### src/rtl/csa_resolve.sv
// Digit-serial carry-propagate adder resolving a carry-save pair into R = S + 2*C.
// Optional zero flag output is enabled with `define CSA_RESOLVE_ZERO_EN.
module csa_resolve #(
    parameter  int WIDTH = 23,
    parameter  int DIGIT = 8,
    localparam int RW    = WIDTH + 2
) (
    input  logic             clk,
    input  logic             rst_n,
    input  logic             in_valid,
    output logic             in_ready,
    input  logic [WIDTH-1:0] in_c,
    input  logic [WIDTH-1:0] in_s,
    output logic             out_valid,
    input  logic             out_ready,
    output logic [RW-1:0]    out_r
`ifdef CSA_RESOLVE_ZERO_EN
    ,
    output logic             out_zero
`endif
);
    localparam int ND = (RW + DIGIT - 1) / DIGIT;
    localparam int PW = ND * DIGIT;
    localparam int CW = (ND > 1) ? $clog2(ND) : 1;

    typedef enum logic [1:0] {IDLE, RUN, DONE} state_t;

    state_t         state, next_state;
    logic [PW-1:0]  a_q, b_q, res_q;
    logic [CW-1:0]  cnt;
    logic           carry;
    logic           accept;
    logic           last;
    logic [DIGIT:0] sum;

    assign accept = in_valid && in_ready;
    assign last   = (cnt == CW'(ND - 1));
    assign sum    = {1'b0, a_q[cnt*DIGIT +: DIGIT]}
                  + {1'b0, b_q[cnt*DIGIT +: DIGIT]}
                  + {{DIGIT{1'b0}}, carry};
    assign out_r  = res_q[RW-1:0];

    // NOTE: sequential state uses non-blocking assignments so every register samples pre-edge values.
    always_ff @(posedge clk) begin
        if (!rst_n) state <= IDLE;
        else        state <= next_state;
    end

    // NOTE: every output gets a default before the case so no path infers a latch.
    always_comb begin
        next_state = state;
        in_ready   = 1'b0;
        out_valid  = 1'b0;
        unique case (state)
            IDLE: begin
                in_ready = 1'b1;
                if (in_valid) next_state = RUN;
            end
            RUN: begin
                if (last) next_state = DONE;
            end
            DONE: begin
                out_valid = 1'b1;
                if (out_ready) next_state = IDLE;
            end
            default: next_state = IDLE;
        endcase
    end

    // NOTE: operand registers are not reset; they are always loaded at accept before being read.
    always_ff @(posedge clk) begin
        if (accept) begin
            a_q <= {{(PW-WIDTH){1'b0}}, in_s};
            b_q <= {{(PW-WIDTH-1){1'b0}}, in_c, 1'b0};
        end
    end

    // The final carry-out cannot be set for S + 2*C within RW bits, so it is simply left behind.
    always_ff @(posedge clk) begin
        if (!rst_n) begin
            cnt   <= '0;
            carry <= 1'b0;
            res_q <= '0;
        end else if (accept) begin
            cnt   <= '0;
            carry <= 1'b0;
        end else if (state == RUN) begin
            res_q[cnt*DIGIT +: DIGIT] <= sum[DIGIT-1:0];
            carry                     <= sum[DIGIT];
            cnt                       <= cnt + 1'b1;
        end
    end

    generate
        if (PW > RW) begin : g_pad
            logic unused_pad;
            assign unused_pad = ^res_q[PW-1:RW];
        end
    endgenerate

`ifdef CSA_RESOLVE_ZERO_EN
    logic nz_q;

    always_ff @(posedge clk) begin
        if (!rst_n) begin
            nz_q <= 1'b0;
        end else if (accept) begin
            nz_q <= 1'b0;
        end else if (state == RUN && sum[DIGIT-1:0] != '0) begin
            nz_q <= 1'b1;
        end
    end

    assign out_zero = (state == DONE) && !nz_q;
`endif

endmodule

### config.mk
export PLATFORM = sky130hd
export DESIGN_NAME = csa_resolve
export DESIGN_NICKNAME = d
export VERILOG_FILES = /design/src/rtl/csa_resolve.sv
export SDC_FILE = /design/constraint.sdc
export NUM_CORES = 1
export LEC_CHECK = 0
export CORE_MARGIN = 5
export CORE_UTILIZATION = 45
export CTS_CLUSTER_SIZE = 25
export DETAILED_ROUTE_END_ITERATION = 16
export DONT_BUFFER_PORTS = 1
export SYNTH_ARGS = -nofsm -noshare
export SYNTH_HDL_FRONTEND = slang
export SYNTH_SLANG_ARGS = --single-unit
### constraint.sdc
create_clock -name clk -period 4.3 [get_ports clk]
set_input_delay 0.86 -clock clk [delete_from_list [all_inputs] [get_ports clk]]
set_output_delay 0.86 -clock clk [all_outputs]
set_load 0.03 [all_outputs]
**After elaboration in Yosys (flattened, before gate mapping)**

Cells that the tools add are included.

- Bitwise operators: 2
- $mul: 0
- Magnitude comparators: 0
- $add $sub $neg: 4
- Div/mod/pow operators: 0
- Shifts and indexed selects: 4
- Mux-type cells: 7
- Reduce and logical (&&, ||, !) cells: 5
- Eq/ne operators: 6

Operators with widths:

| kind | number |
|---|---|
| $shiftx A32 B6 Y8 | 2 |
| $neg A5 Y34 | 1 |
| $shift A8 B34 Y32 const A | 1 |
| $shiftx A8 B34 Y32 | 1 |
| $bwmux W32 | 1 |
| $add A8 B8 Y9 | 1 |
| $add A9 B1 Y9 | 1 |
| $mux W2 | 3 |
| $ne A2 B2 Y1 const B | 3 |
| $pmux W2 S3 | 1 |
| $eq A2 B2 Y1 const B | 2 |
| $reduce_and A3 Y1 | 1 |
| $add A2 B1 Y2 const B | 1 |
| $eq A2 B1 Y1 const B | 1 |
| $logic_not A2 Y1 | 1 |
| $mux W1 | 2 |
| $not A1 Y1 | 2 |
| $reduce_and A2 Y1 | 1 |
| $reduce_or A2 Y1 | 1 |
| $logic_and A1 B1 Y1 | 1 |

- Memory bits (read-only): 0
- Input bits: 50
- Latch bits: 0
- Memories kept: 0
- RAM bits: 0
- Word-level logic and storage cells: 34
- Output and inout bits: 27
- Flip-flop bits (word level): 83

**Logic depth before layout (Yosys ltp)**

Gate-level depths: netlist (run 1).

- Depth in word-level cells: 5
- Mapped depth: 10
- Mapped depth without buffers: 9

**Least setup slack after synthesis (run 1)**

OpenSTA, ideal clock, no wires.

- Path type: register -> register
- Start point: register cnt[0]
- End point: register res_q[14]
- Arrival: 2.851 ns
- Path buffers: 1
- Required time: 4.170 ns
- Setup time: 0.130 ns
- Path slack: 1.319 ns
- Period minus slack after synthesis: 2.981 ns
- Stages on the path, launching flop included: 11
- Cells stage by stage: dfxtp_1 -> clkinv_1 -> nor2_1 -> clkbuf_1 -> a21oi_1 -> fa_1 -> fa_1 -> nand2b_1 -> a21o_1 -> a211oi_1 -> o21ai_0

- Cells in the longest elaborated chain, start to end: 5
- Elaborated cells on any way between the ends: 8
- Those cells by class: 3 x add/sub; 4 x shift; 1 x mux

Ends and longest elaborated chain:

| element | line | source |
|---|---|---|
| from (decl) | 30 | `logic [CW-1:0] cnt;` |
| from (signal assigned) | 90 | `cnt <= cnt + 1'b1;` |
| $shiftx A32 B6 Y8, on equally long branches | 38, 39 |  |
| $add A8 B8 Y9 | 39 | `+ {1'b0, b_q[cnt*DIGIT +: DIGIT]}` |
| $add A9 B1 Y9 | 40 | `+ {{DIGIT{1'b0}}, carry};` |
| $shiftx A8 B34 Y32 | 88 | `res_q[cnt*DIGIT +: DIGIT] <= sum[DIGIT-1:0];` |
| $bwmux W32 (*) | 88 |  |
| to (signal, indexed assignment) | 88 |  |
| to (decl) | 29 | `logic [PW-1:0] a_q, b_q, res_q;` |

Mark *: on every way between the ends. The rest lies on a longest branch, timed or not.
A chain may end at the register's enable or synchronous reset.

**Worst setup path after layout (run 1)**

- Start point: register cnt[0]
- End point: register res_q[6]

The elaborated chain is that of the path after synthesis.

==> impl_metrics.prom, run 1 <==
# TYPE chip_impl_metric gauge
chip_impl_metric{name="floorplan.initialDensity",unit=""} 0.456
chip_impl_metric{name="timing.final.max_slew_violations",unit=""} 0
chip_impl_metric{name="syn2layout_area_growth",unit="%"} 8.18
chip_impl_metric{name="finalWeightedCongestion",unit=""} 0.751
chip_impl_metric{name="first_iter_violations",unit=""} 120
chip_impl_info{name="yosys_most_used_dff",value="edfxtp_1"} 1
chip_impl_metric{name="multi_input_gate_area",unit="um2"} 1420
chip_impl_metric{name="seq_area_frac_synth",unit=""} 0.568
chip_impl_metric{name="ys_ff_latch",unit=""} 76
chip_impl_metric{name="slew-limit-headroom",unit=""} 0.340
chip_impl_info{name="hold_path.class",value="in2reg"} 1
chip_impl_metric{name="drt-pass1-iter-count",unit=""} 4
chip_impl_info{name="outcome",value="complete, no violations"} 1
chip_impl_info{name="grt_setup_unrepaired",value="false"} 1
chip_impl_metric{name="vdd.ir_drop.worst",unit="mV"} 0.290
chip_impl_metric{name="worstPathMaxFanout",unit=""} 10
chip_impl_metric{name="timing.critical_path.required",unit="ns"} 4.52
chip_impl_metric{name="hpwl",unit="mm"} 5.15
chip_impl_info{name="launch_point_of_the_worst_hold_path",value="in_s[9]"} 1
chip_impl_metric{name="placed_instance_area",unit="um2"} 3580
chip_impl_metric{name="post_cts_setup_buffers",unit=""} 0
chip_impl_info{name="critPathKind",value="reg2reg"} 1
chip_impl_metric{name="fillCellCount",unit=""} 698
chip_impl_metric{name="max_cap_viol_count",unit=""} 0
chip_impl_metric{name="post-layout-total-power",unit="W"} 0.00161
chip_impl_metric{name="route.final.wire_length",unit="mm"} 7.07
chip_impl_metric{name="core.rowCount",unit=""} 32
chip_impl_metric{name="p_per_cell_area",unit="nW/um2"} 426
chip_impl_info{name="layout_common_cells",value="46 x edfxtp_1, 30 x dfxtp_1, 28 x nand2_1, 26 x o21ai_0, 16 x mux2i_1"} 1
chip_impl_metric{name="port_buffers",unit=""} 0
chip_impl_metric{name="post_drt_via_cell_ratio",unit=""} 5.58
chip_impl_metric{name="synthCells",unit=""} 292
chip_impl_metric{name="track_usage",unit=""} 0.152
chip_impl_metric{name="synth_cell_types",unit=""} 48
chip_impl_metric{name="n_antenna_cell",unit=""} 0
chip_impl_metric{name="synth.avg_cell_area",unit="um2"} 11.9
chip_impl_metric{name="setup_tns",unit="ns"} 0
chip_impl_metric{name="post_drt_wl_per_cell",unit="um"} 17.6
chip_impl_metric{name="power.static_leakage",unit="nW"} 1.30
chip_impl_metric{name="design.core.area",unit="um2"} 7650
chip_impl_metric{name="grt_max_degree",unit=""} 47
chip_impl_info{name="crit-reg2reg-capture",value="res_q[6]$_SDFFE_PN0P_"} 1
chip_impl_metric{name="grt_first_pass_wirelength",unit="mm"} 11.8
chip_impl_metric{name="first_global_vias",unit=""} 2242
chip_impl_metric{name="syn-cell-area",unit="um2"} 3490
chip_impl_metric{name="cts_hold_repair.buffers",unit=""} 0
chip_impl_metric{name="io-pin-count",unit=""} 77
chip_impl_metric{name="ctsResizeCount",unit=""} 0
chip_impl_metric{name="via_count",unit=""} 2243
chip_impl_metric{name="worstMarginPinSlew",unit="ns"} 0.990
chip_impl_metric{name="cts-buffers-inserted",unit=""} 9
chip_impl_metric{name="layout.area.seq",unit="um2"} 1980
chip_impl_metric{name="final-setup-viol-count",unit=""} 0
chip_impl_metric{name="signal_arrival_time_at_the_worst_endpoint",unit="ns"} 3.17
chip_impl_metric{name="floorplan.die_area",unit="um2"} 9610
chip_impl_metric{name="max_clock_freq",unit="MHz"} 339
chip_impl_metric{name="fp.dieW",unit="um"} 98.0
chip_impl_metric{name="postRouteAntennaNets",unit=""} 0
chip_impl_info{name="worstSetupStartpointType",value="flip-flop"} 1
chip_impl_info{name="critical_path.endpoint_type",value="flip-flop"} 1
chip_impl_metric{name="synth_enable_flop_cells",unit=""} 46
chip_impl_info{name="hold_path_end",value="a_q[9]$_DFFE_PP_"} 1
chip_impl_info{name="r2r-start",value="cnt[0]$_SDFFE_PP0N_"} 1
chip_impl_metric{name="die_h",unit="um"} 98.0
chip_impl_metric{name="worst_clock_skew",unit="ns"} 0.0107
chip_impl_metric{name="cts_buffer_depth",unit=""} 2
chip_impl_metric{name="clk-insertion-delay-late",unit="ns"} 0.34
chip_impl_metric{name="grt_overflow",unit=""} 0
chip_impl_metric{name="reg2reg_depth",unit=""} 9
chip_impl_metric{name="post_syn_nets",unit=""} 357
chip_impl_metric{name="drc",unit=""} 0
chip_impl_metric{name="fin_nets",unit=""} 360
chip_impl_metric{name="asyncSetResetFlopFracSynth",unit=""} 0
chip_impl_metric{name="cts_sinks",unit=""} 76
chip_impl_metric{name="final_min_period_over_clock_period",unit=""} 0.686
chip_impl_info{name="root_buffer",value="clkbuf_8"} 1
chip_impl_metric{name="cts.clk_slew.worst_paths",unit="ns"} 0.09
chip_impl_metric{name="reg2reg_slack",unit="ns"} 1.35
chip_impl_info{name="cts_tree",value="built"} 1
chip_impl_metric{name="cts_h_tree_depth",unit=""} 3
chip_impl_metric{name="worst_hold_path.num_cells",unit=""} 0
chip_impl_metric{name="grt_antenna_before_repair",unit=""} 0
chip_impl_metric{name="final_period_minus_worst_setup_slack",unit="ns"} 2.95
chip_impl_metric{name="finalHoldViolations",unit=""} 0
chip_impl_metric{name="finish.instance_area",unit="um2"} 3770
chip_impl_info{name="most_common_cell_after_layout_fill_and_taps_aside",value="edfxtp_1"} 1
chip_impl_metric{name="drive_gt1_frac",unit=""} 0.0933
chip_impl_metric{name="yosysWarnings",unit=""} 0
[per-stage QoR]
stage	hold slack [ns]	setup slack, ns	utilization	std cells
after floorplan	0.530	1.32	-	292
after global placement	0.602	1.43	0.468	386
after detailed placement	0.605	1.33	0.468	386
after CTS	0.595	1.32	0.493	402
after global routing	0.582	1.02	0.493	402
final	0.603	1.35	0.493	402
[registers in the layout (all words and copies together), names as in the netlist]
name	cells
res_q	25
cnt	2
state	2
a_q	23
carry	1
b_q	23
[cells in the mapped netlist, drive strengths merged, types with 2 or more instances]
cell type  count  area share
a211o          3      0.0075
a211oi         3      0.0065
a21boi         5       0.013
a21o           3      0.0065
a21oi         10       0.014
a22oi          4      0.0086
a32oi          3      0.0075
and2           7       0.013
and2b          2      0.0043
buf            4      0.0090
clkbuf         7      0.0075
dfxtp         30        0.17
edfxtp        46        0.40
fa             2       0.011
ha            13       0.047
inv            6      0.0065
mux2i         16       0.046
nand2         28       0.030
nand2b         3      0.0054
nand3         11       0.016
nand3b         6       0.024
nor2           9      0.0097
nor2b         11       0.020
nor4b          3      0.0075
o211ai         6       0.013
o21ai         26       0.037
o311ai         7       0.018
or4b           3       0.012
[power breakdown]
group / total (W) / internal [W] / switching [W]
Clock: 0.000534 / 0.000268 / 0.000266
Sequential: 0.000841 / 0.000812 / 0.0000293
Combinational: 0.000232 / 0.0000853 / 0.000146
Total: 0.00161 / 0.00117 / 0.000441
[routing by layer]
metal / wire [um] / vias to the layer above / GRT usage
met4: 131 / 0 / 0.0479
met3: 485 / 12 / 0.0529
li1: - / 1104 / -
met2: 3160 / 70 / 0.230
met5: 0 / - / 0
met1: 3280 / 1057 / 0.207
[worst max-delay path, stage by stage (launching register included)]
cell and delay (ns):
dfxtp_1 0.33, clkinv_1 0.23, nor2_1 0.26, a21oi_1 0.13, fa_1 0.46, fa_1 0.45
nand2b_1 0.21, a21o_1 0.18, a211oi_1 0.40, o21ai_0 0.16
[layout make-up]
| cell class | count | share of cell area |
|---|---|---|
| clock buffer | 10 | 0.0338 |
| clock inverter | 6 | 0.0169 |
| sequential | 76 | 0.525 |
| multi-input combinational | 198 | 0.377 |
| tap | 102 | 0.0338 |
| inverter | 7 | 0.00696 |
| timing repair buffer | 3 | 0.00597 |
[cells by family after synthesis]
family,synth area share
simple gates,0.162
flops,0.568
compound gates,0.139
buf+inv,0.0240
mux,0.0459
fa+ha+maj,0.0581
xor+xnor,0.00251
[how the worst max path moves through the flow]
stage | start | to | slack, ns | cells after the start
floorplan | cnt[0]$_SDFFE_PP0N_ | res_q[14]$_SDFFE_PN0P_ | 1.32 | 10
global placement | cnt[0]$_SDFFE_PP0N_ | res_q[6]$_SDFFE_PN0P_ | 1.43 | 9
detailed placement | cnt[0]$_SDFFE_PP0N_ | res_q[6]$_SDFFE_PN0P_ | 1.33 | 9
CTS | cnt[0]$_SDFFE_PP0N_ | res_q[6]$_SDFFE_PN0P_ | 1.32 | 9
global route | cnt[0]$_SDFFE_PP0N_ | res_q[14]$_SDFFE_PN0P_ | 1.02 | 9
finish | cnt[0]$_SDFFE_PP0N_ | res_q[6]$_SDFFE_PN0P_ | 1.35 | 9
Note: power is estimated with default switching activity, not from simulation.
==> inputs of run 2 (changes only) <==
clock period = 2.92 ns   (was 4.3 ns; I/O delays follow)
==> run 2 against run 1 <==
Net effect: via count up 0.94%; largest cell class unchanged; cell count up 1.7%; sequential share of layout area decreased by 0.72 points.
==> impl_metrics.prom, run 2 (same netlist as run 1, synthesis figures left out) <==
# TYPE chip_impl_metric gauge
chip_impl_metric{name="floorplan.initialDensity",unit=""} 0.456
chip_impl_metric{name="worst_path_largest_cell_delay",unit="ns"} 0.43
chip_impl_metric{name="n_antenna_cell",unit=""} 0
chip_impl_metric{name="core.rowCount",unit=""} 32
chip_impl_metric{name="final_min_period_over_clock_period",unit=""} 0.891
chip_impl_metric{name="worstMarginPinSlew",unit="ns"} 0.644
chip_impl_metric{name="timing.final.max_slew_violations",unit=""} 0
chip_impl_metric{name="drc",unit=""} 0
chip_impl_metric{name="grt_overflow",unit=""} 0
chip_impl_metric{name="first_iter_violations",unit=""} 82
chip_impl_info{name="layout_common_cells",value="46 x edfxtp_1, 30 x dfxtp_1, 28 x nand2_1, 26 x o21ai_0, 16 x mux2i_1"} 1
chip_impl_metric{name="post_drt_via_cell_ratio",unit=""} 5.54
chip_impl_metric{name="cts_sinks",unit=""} 76
chip_impl_metric{name="final_period_minus_worst_setup_slack",unit="ns"} 2.60
chip_impl_metric{name="drt-pass1-iter-count",unit=""} 4
chip_impl_metric{name="cts-buffers-inserted",unit=""} 9
chip_impl_info{name="outcome",value="complete, no violations"} 1
chip_impl_metric{name="route.final.wire_length",unit="mm"} 6.93
chip_impl_metric{name="finalWeightedCongestion",unit=""} 0.841
chip_impl_metric{name="setup_tns",unit="ns"} 0
chip_impl_metric{name="port_buffers",unit=""} 0
chip_impl_info{name="hold_path.class",value="in2reg"} 1
chip_impl_metric{name="worstPathMaxFanout",unit=""} 10
chip_impl_metric{name="layout.area.seq",unit="um2"} 1980
chip_impl_metric{name="die_h",unit="um"} 98.0
chip_impl_metric{name="ctsResizeCount",unit=""} 0
chip_impl_info{name="layout_top_registers",value="res_q (25), a_q (23), b_q (23)"} 1
chip_impl_info{name="category_of_cells_accounting_for_the_largest_share_of_critical_path_delay",value="adder cells"} 1
chip_impl_metric{name="via_count",unit=""} 2264
chip_impl_metric{name="cts_hold_repair.buffers",unit=""} 0
chip_impl_metric{name="max_clock_freq",unit="MHz"} 384
chip_impl_metric{name="largest_register_ffs",unit=""} 25
chip_impl_info{name="critPathKind",value="reg2reg"} 1
chip_impl_metric{name="drive_gt1_frac",unit=""} 0.114
chip_impl_metric{name="power.static_leakage",unit="nW"} 1.34
chip_impl_metric{name="finalHoldViolations",unit=""} 0
chip_impl_info{name="critical_path.cell_chain",value="buf_4 > and3_1 > a21oi_1 > fa_1 > fa_1 > nand2b_1 > a21o_1 > a211oi_1 > o21ai_0"} 1
chip_impl_metric{name="multi_input_gate_area",unit="um2"} 1420
chip_impl_metric{name="final-setup-viol-count",unit=""} 0
chip_impl_metric{name="track_usage",unit=""} 0.150
chip_impl_metric{name="cts.clk_slew.worst_paths",unit="ns"} 0.08
chip_impl_metric{name="post_cts_setup_buffers",unit=""} 0
chip_impl_metric{name="cts_h_tree_depth",unit=""} 3
chip_impl_metric{name="post-layout-total-power",unit="W"} 0.00236
chip_impl_metric{name="hpwl",unit="mm"} 5.12
chip_impl_metric{name="post_drt_wl_per_cell",unit="um"} 16.9
chip_impl_info{name="largest_register",value="res_q"} 1
chip_impl_metric{name="p_per_cell_area",unit="nW/um2"} 617
chip_impl_info{name="most_common_cell_after_layout_fill_and_taps_aside",value="edfxtp_1"} 1
chip_impl_metric{name="cts_buffer_depth",unit=""} 2
chip_impl_metric{name="max_cap_viol_count",unit=""} 0
chip_impl_info{name="cts_tree",value="built"} 1
chip_impl_metric{name="grt_max_degree",unit=""} 47
chip_impl_metric{name="grt_first_pass_wirelength",unit="mm"} 11.6
chip_impl_metric{name="grt_antenna_before_repair",unit=""} 0
chip_impl_info{name="critical_path.endpoint_type",value="flip-flop"} 1
chip_impl_metric{name="postRouteAntennaNets",unit=""} 0
chip_impl_metric{name="fillCellCount",unit=""} 686
chip_impl_metric{name="first_global_vias",unit=""} 2306
chip_impl_metric{name="worst_clock_skew",unit="ns"} 0.0125
chip_impl_metric{name="fp.dieW",unit="um"} 98.0
chip_impl_info{name="root_buffer",value="clkbuf_8"} 1
chip_impl_metric{name="timing.critical_path.required",unit="ns"} 3.14
chip_impl_metric{name="syn2layout_area_growth",unit="%"} 9.68
chip_impl_metric{name="slew-limit-headroom",unit=""} 0.570
chip_impl_metric{name="signal_arrival_time_at_the_worst_endpoint",unit="ns"} 2.82
chip_impl_info{name="critical-path-top-cell-by-count",value="fa_1"} 1
chip_impl_info{name="worstSetupStartpointType",value="flip-flop"} 1
chip_impl_metric{name="floorplan.die_area",unit="um2"} 9610
chip_impl_metric{name="design.core.area",unit="um2"} 7650
chip_impl_metric{name="clk-insertion-delay-late",unit="ns"} 0.34
chip_impl_metric{name="worst-path-buf-inv",unit=""} 1
chip_impl_info{name="critical_path.slowest_cell",value="fa_1"} 1
chip_impl_metric{name="vdd.ir_drop.worst",unit="mV"} 0.361
chip_impl_info{name="grt_setup_unrepaired",value="false"} 1
chip_impl_metric{name="io-pin-count",unit=""} 77
chip_impl_metric{name="fin_nets",unit=""} 367
## run 2: cell count changes in the layout (fill, tap and decap cells not counted)
cell,delta
buf_4,+7
## run 2: stage by stage
step           cell area [um2]  setup slack (ns)  hold slack (ns)  std cells   util
2_1_floorplan             3490            0.0342            0.530        292      -
3_3_place_gp              3630             0.395            0.606        393  0.475
3_5_place_dp              3630             0.333            0.608        393  0.475
4_1_cts                   3830             0.302            0.314        409  0.500
5_1_grt                   3830            0.0350            0.305        409  0.500
6_report                  3830             0.318            0.332        409  0.500
## run 2: per-layer routing
layer | track usage | up-vias | wire (um)
met3 | 0.0471 | 10 | 443
met2 | 0.230 | 63 | 3200
met5 | 0 | - | 0
met1 | 0.200 | 1077 | 3190
li1 | - | 1114 | -
met4 | 0.0522 | 0 | 92
## run 2: layout make-up
cell class	count	area share
clock buffer	10	0.0334
clock inverter	6	0.0167
sequential	76	0.518
tap	102	0.0334
timing repair buffer	10	0.0196
multi-input combinational	198	0.372
inverter	7	0.00687
## run 2: power breakdown
part	leakage (nW)	switching, W	internal [W]
Sequential	0.681	0.0000415	0.00119
Combinational	0.566	0.000217	0.000131
Clock	0.0927	0.000381	0.000395
## run 2: final timing paths
check	startpoint	endpoint	slack, ns	depth (start not counted)
hold reg to reg	res_q[24]$_SDFFE_PN0P_	res_q[24]$_SDFFE_PN0P_	0.61	2
setup reg to reg	cnt[1]$_SDFFE_PP0N_	res_q[6]$_SDFFE_PN0P_	0.32	9
hold / removal	in_c[4]	b_q[5]$_DFFE_PP_	0.33	0
setup / recovery	cnt[1]$_SDFFE_PP0N_	res_q[6]$_SDFFE_PN0P_	0.32	9
## run 2: worst reg2reg max path: stages, from the launching register on
cell and delay [ns]:
dfxtp_1 0.40, buf_4 0.21, and3_1 0.17, a21oi_1 0.05, fa_1 0.42, fa_1 0.43, nand2b_1 0.20, a21o_1 0.17
a211oi_1 0.29, o21ai_0 0.14
==> inputs of run 3 (changes only) <==
==> constraint.sdc (replaced) <==
create_clock -name clk -period 2.7 [get_ports clk]
set_input_delay 0.405 -clock clk [delete_from_list [all_inputs] [get_ports clk]]
set_output_delay 0.405 -clock clk [all_outputs]
set_load 0.03 [all_outputs]
==> run 3 against run 2 <==
Net effect: cell count fell by 0.49%; first-iteration DRC count is 6.1% lower; worst setup slack worse by 0.092 ns; cell area grew 0.52%; critical path depth unchanged; combinational power increased by 13%; sequential share of layout area shrank 0.24 points; clock power is 3.2% higher; sequential power grew 8%; total power rose by 7.3%; register-to-register slack got worse by 0.09 ns; fmax increased by 5.2%; critical path type unchanged.
==> impl_metrics.prom, run 3 (same netlist as run 1, synthesis figures left out) <==
# TYPE chip_impl_metric gauge
chip_impl_metric{name="io-pin-count",unit=""} 77
chip_impl_metric{name="p_per_cell_area",unit="nW/um2"} 658
chip_impl_metric{name="signal_arrival_time_at_the_worst_endpoint",unit="ns"} 2.69
chip_impl_metric{name="final_period_minus_worst_setup_slack",unit="ns"} 2.47
chip_impl_metric{name="worst_clock_skew",unit="ns"} 0.00825
chip_impl_info{name="layout_common_cells",value="46 x edfxtp_1, 29 x dfxtp_1, 28 x nand2_1, 26 x o21ai_0, 16 x mux2i_1"} 1
chip_impl_metric{name="vdd.ir_drop.worst",unit="mV"} 0.365
chip_impl_metric{name="via_count",unit=""} 2255
chip_impl_metric{name="worstMarginPinSlew",unit="ns"} 0.999
chip_impl_metric{name="worstPathMaxFanout",unit=""} 20
chip_impl_metric{name="fp.dieW",unit="um"} 98.0
chip_impl_metric{name="post_cts_setup_buffers",unit=""} 0
chip_impl_metric{name="clk-insertion-delay-late",unit="ns"} 0.34
chip_impl_metric{name="core.rowCount",unit=""} 32
chip_impl_metric{name="cts_buffer_depth",unit=""} 2
chip_impl_metric{name="drc",unit=""} 0
chip_impl_metric{name="power.static_leakage",unit="nW"} 1.35
chip_impl_metric{name="largest_register_ffs",unit=""} 25
chip_impl_metric{name="route.final.wire_length",unit="mm"} 7.05
chip_impl_metric{name="drt-pass1-iter-count",unit=""} 4
chip_impl_metric{name="timing.critical_path.required",unit="ns"} 2.91
chip_impl_info{name="critPathKind",value="reg2reg"} 1
chip_impl_info{name="grt_setup_unrepaired",value="false"} 1
chip_impl_metric{name="postRouteAntennaNets",unit=""} 0
chip_impl_metric{name="max_clock_freq",unit="MHz"} 404
chip_impl_metric{name="finalHoldViolations",unit=""} 0
chip_impl_metric{name="post_drt_wl_per_cell",unit="um"} 17.3
chip_impl_metric{name="finalWeightedCongestion",unit=""} 0.785
chip_impl_metric{name="post-layout-total-power",unit="W"} 0.00253
chip_impl_info{name="outcome",value="complete, no violations"} 1
chip_impl_metric{name="first_global_vias",unit=""} 2275
chip_impl_metric{name="track_usage",unit=""} 0.152
chip_impl_metric{name="finish.instance_area",unit="um2"} 3850
chip_impl_metric{name="grt_antenna_before_repair",unit=""} 0
chip_impl_metric{name="placement.setup.worst_slack",unit="ns"} 0.0333
chip_impl_metric{name="placed_instance_area",unit="um2"} 3650
chip_impl_metric{name="die_h",unit="um"} 98.0
chip_impl_info{name="most_common_cell_after_layout_fill_and_taps_aside",value="edfxtp_1"} 1
chip_impl_metric{name="final-setup-viol-count",unit=""} 0
chip_impl_info{name="hold_path.class",value="in2reg"} 1
chip_impl_metric{name="grt_max_degree",unit=""} 47
chip_impl_metric{name="port_buffers",unit=""} 0
chip_impl_metric{name="final_critical_path_setup_slack",unit="ns"} 0.225
chip_impl_metric{name="design.core.area",unit="um2"} 7650
chip_impl_metric{name="grt_overflow",unit=""} 0
chip_impl_metric{name="fin_nets",unit=""} 366
chip_impl_info{name="worstSetupStartpointType",value="flip-flop"} 1
chip_impl_metric{name="post_drt_via_cell_ratio",unit=""} 5.54
chip_impl_info{name="cts_tree",value="built"} 1
chip_impl_metric{name="max_cap_viol_count",unit=""} 0
chip_impl_info{name="root_buffer",value="clkbuf_8"} 1
chip_impl_metric{name="hpwl",unit="mm"} 5.12
chip_impl_metric{name="timing.final.max_slew_violations",unit=""} 0
chip_impl_metric{name="syn2layout_area_growth",unit="%"} 10.3
chip_impl_info{name="layout_top_registers",value="res_q (25), a_q (23), b_q (23)"} 1
chip_impl_info{name="critical_path.endpoint_type",value="flip-flop"} 1
chip_impl_metric{name="cts_hold_repair.buffers",unit=""} 0
chip_impl_metric{name="floorplan.initialDensity",unit=""} 0.456
chip_impl_metric{name="cts.clk_slew.worst_paths",unit="ns"} 0.08
chip_impl_metric{name="cts_sinks",unit=""} 76
chip_impl_metric{name="first_iter_violations",unit=""} 77
chip_impl_metric{name="drive_gt1_frac",unit=""} 0.128
chip_impl_info{name="largest_register",value="res_q"} 1
chip_impl_metric{name="ctsResizeCount",unit=""} 0
chip_impl_metric{name="setup_tns",unit="ns"} 0
chip_impl_metric{name="cts_h_tree_depth",unit=""} 3
chip_impl_metric{name="cts-buffers-inserted",unit=""} 9
chip_impl_metric{name="n_antenna_cell",unit=""} 0
chip_impl_metric{name="floorplan.die_area",unit="um2"} 9610
chip_impl_metric{name="final_min_period_over_clock_period",unit=""} 0.917
chip_impl_metric{name="final_util",unit=""} 0.503
chip_impl_metric{name="slew-limit-headroom",unit=""} 0.334
chip_impl_metric{name="grt_first_pass_wirelength",unit="mm"} 11.6
## run 3: final cells by class
type                            instances  area [um2]
Clock buffer                            9         124
Clock inverter                          6        56.3
Fill cell                             680        3800
Inverter                                7        28.8
Multi-Input combinational cell        198        1450
Sequential cell                        76        1980
Tap cell                              102         128
Timing Repair Buffer                    9        80.1
## run 3: critical path, cell delays in order (launching register included)
cell      delay, ns
dfxtp_2        0.38
buf_12         0.19
and3_1         0.16
a21oi_1        0.05
fa_1           0.42
fa_2           0.39
nand2b_1       0.20
a21o_1         0.19
a211oi_2       0.25
o21ai_0        0.13
## run 3: routing by layer
| metal | up-vias | GRT usage | share of wire |
|---|---|---|---|
| li1 | 1112 | - | - |
| met1 | 1063 | 0.200 | 0.45 |
| met2 | 71 | 0.230 | 0.46 |
| met3 | 9 | 0.0536 | 0.078 |
| met4 | 0 | 0.0628 | 0.011 |
| met5 | - | 0 | 0 |
## run 3: path summary, 6_finish.rpt
| check | from | end | slack (ns) | cells after the start |
|---|---|---|---|---|
| setup / recovery | cnt[1]$_SDFFE_PP0N_ | res_q[6]$_SDFFE_PN0P_ | 0.23 | 9 |
| hold / removal | in_s[15] | a_q[15]$_DFFE_PP_ | 0.16 | 0 |
| setup reg to reg | cnt[1]$_SDFFE_PP0N_ | res_q[6]$_SDFFE_PN0P_ | 0.23 | 9 |
| hold reg to reg | res_q[20]$_SDFFE_PN0P_ | res_q[20]$_SDFFE_PN0P_ | 0.61 | 2 |
## run 3: through the flow
stage / hold WS [ns] / std cells
final: 0.157 / 407
after global routing: 0.127 / 407
after CTS: 0.139 / 407
after detailed placement: 0.504 / 392
after global placement: 0.504 / 392
after floorplan: 0.504 / 292
## run 3: power breakdown
part	leakage, nW	switching (W)	internal, W
clock	0.0939	0.000388	0.000414
sequential	0.681	0.0000456	0.00129
combinational	0.571	0.000244	0.000148
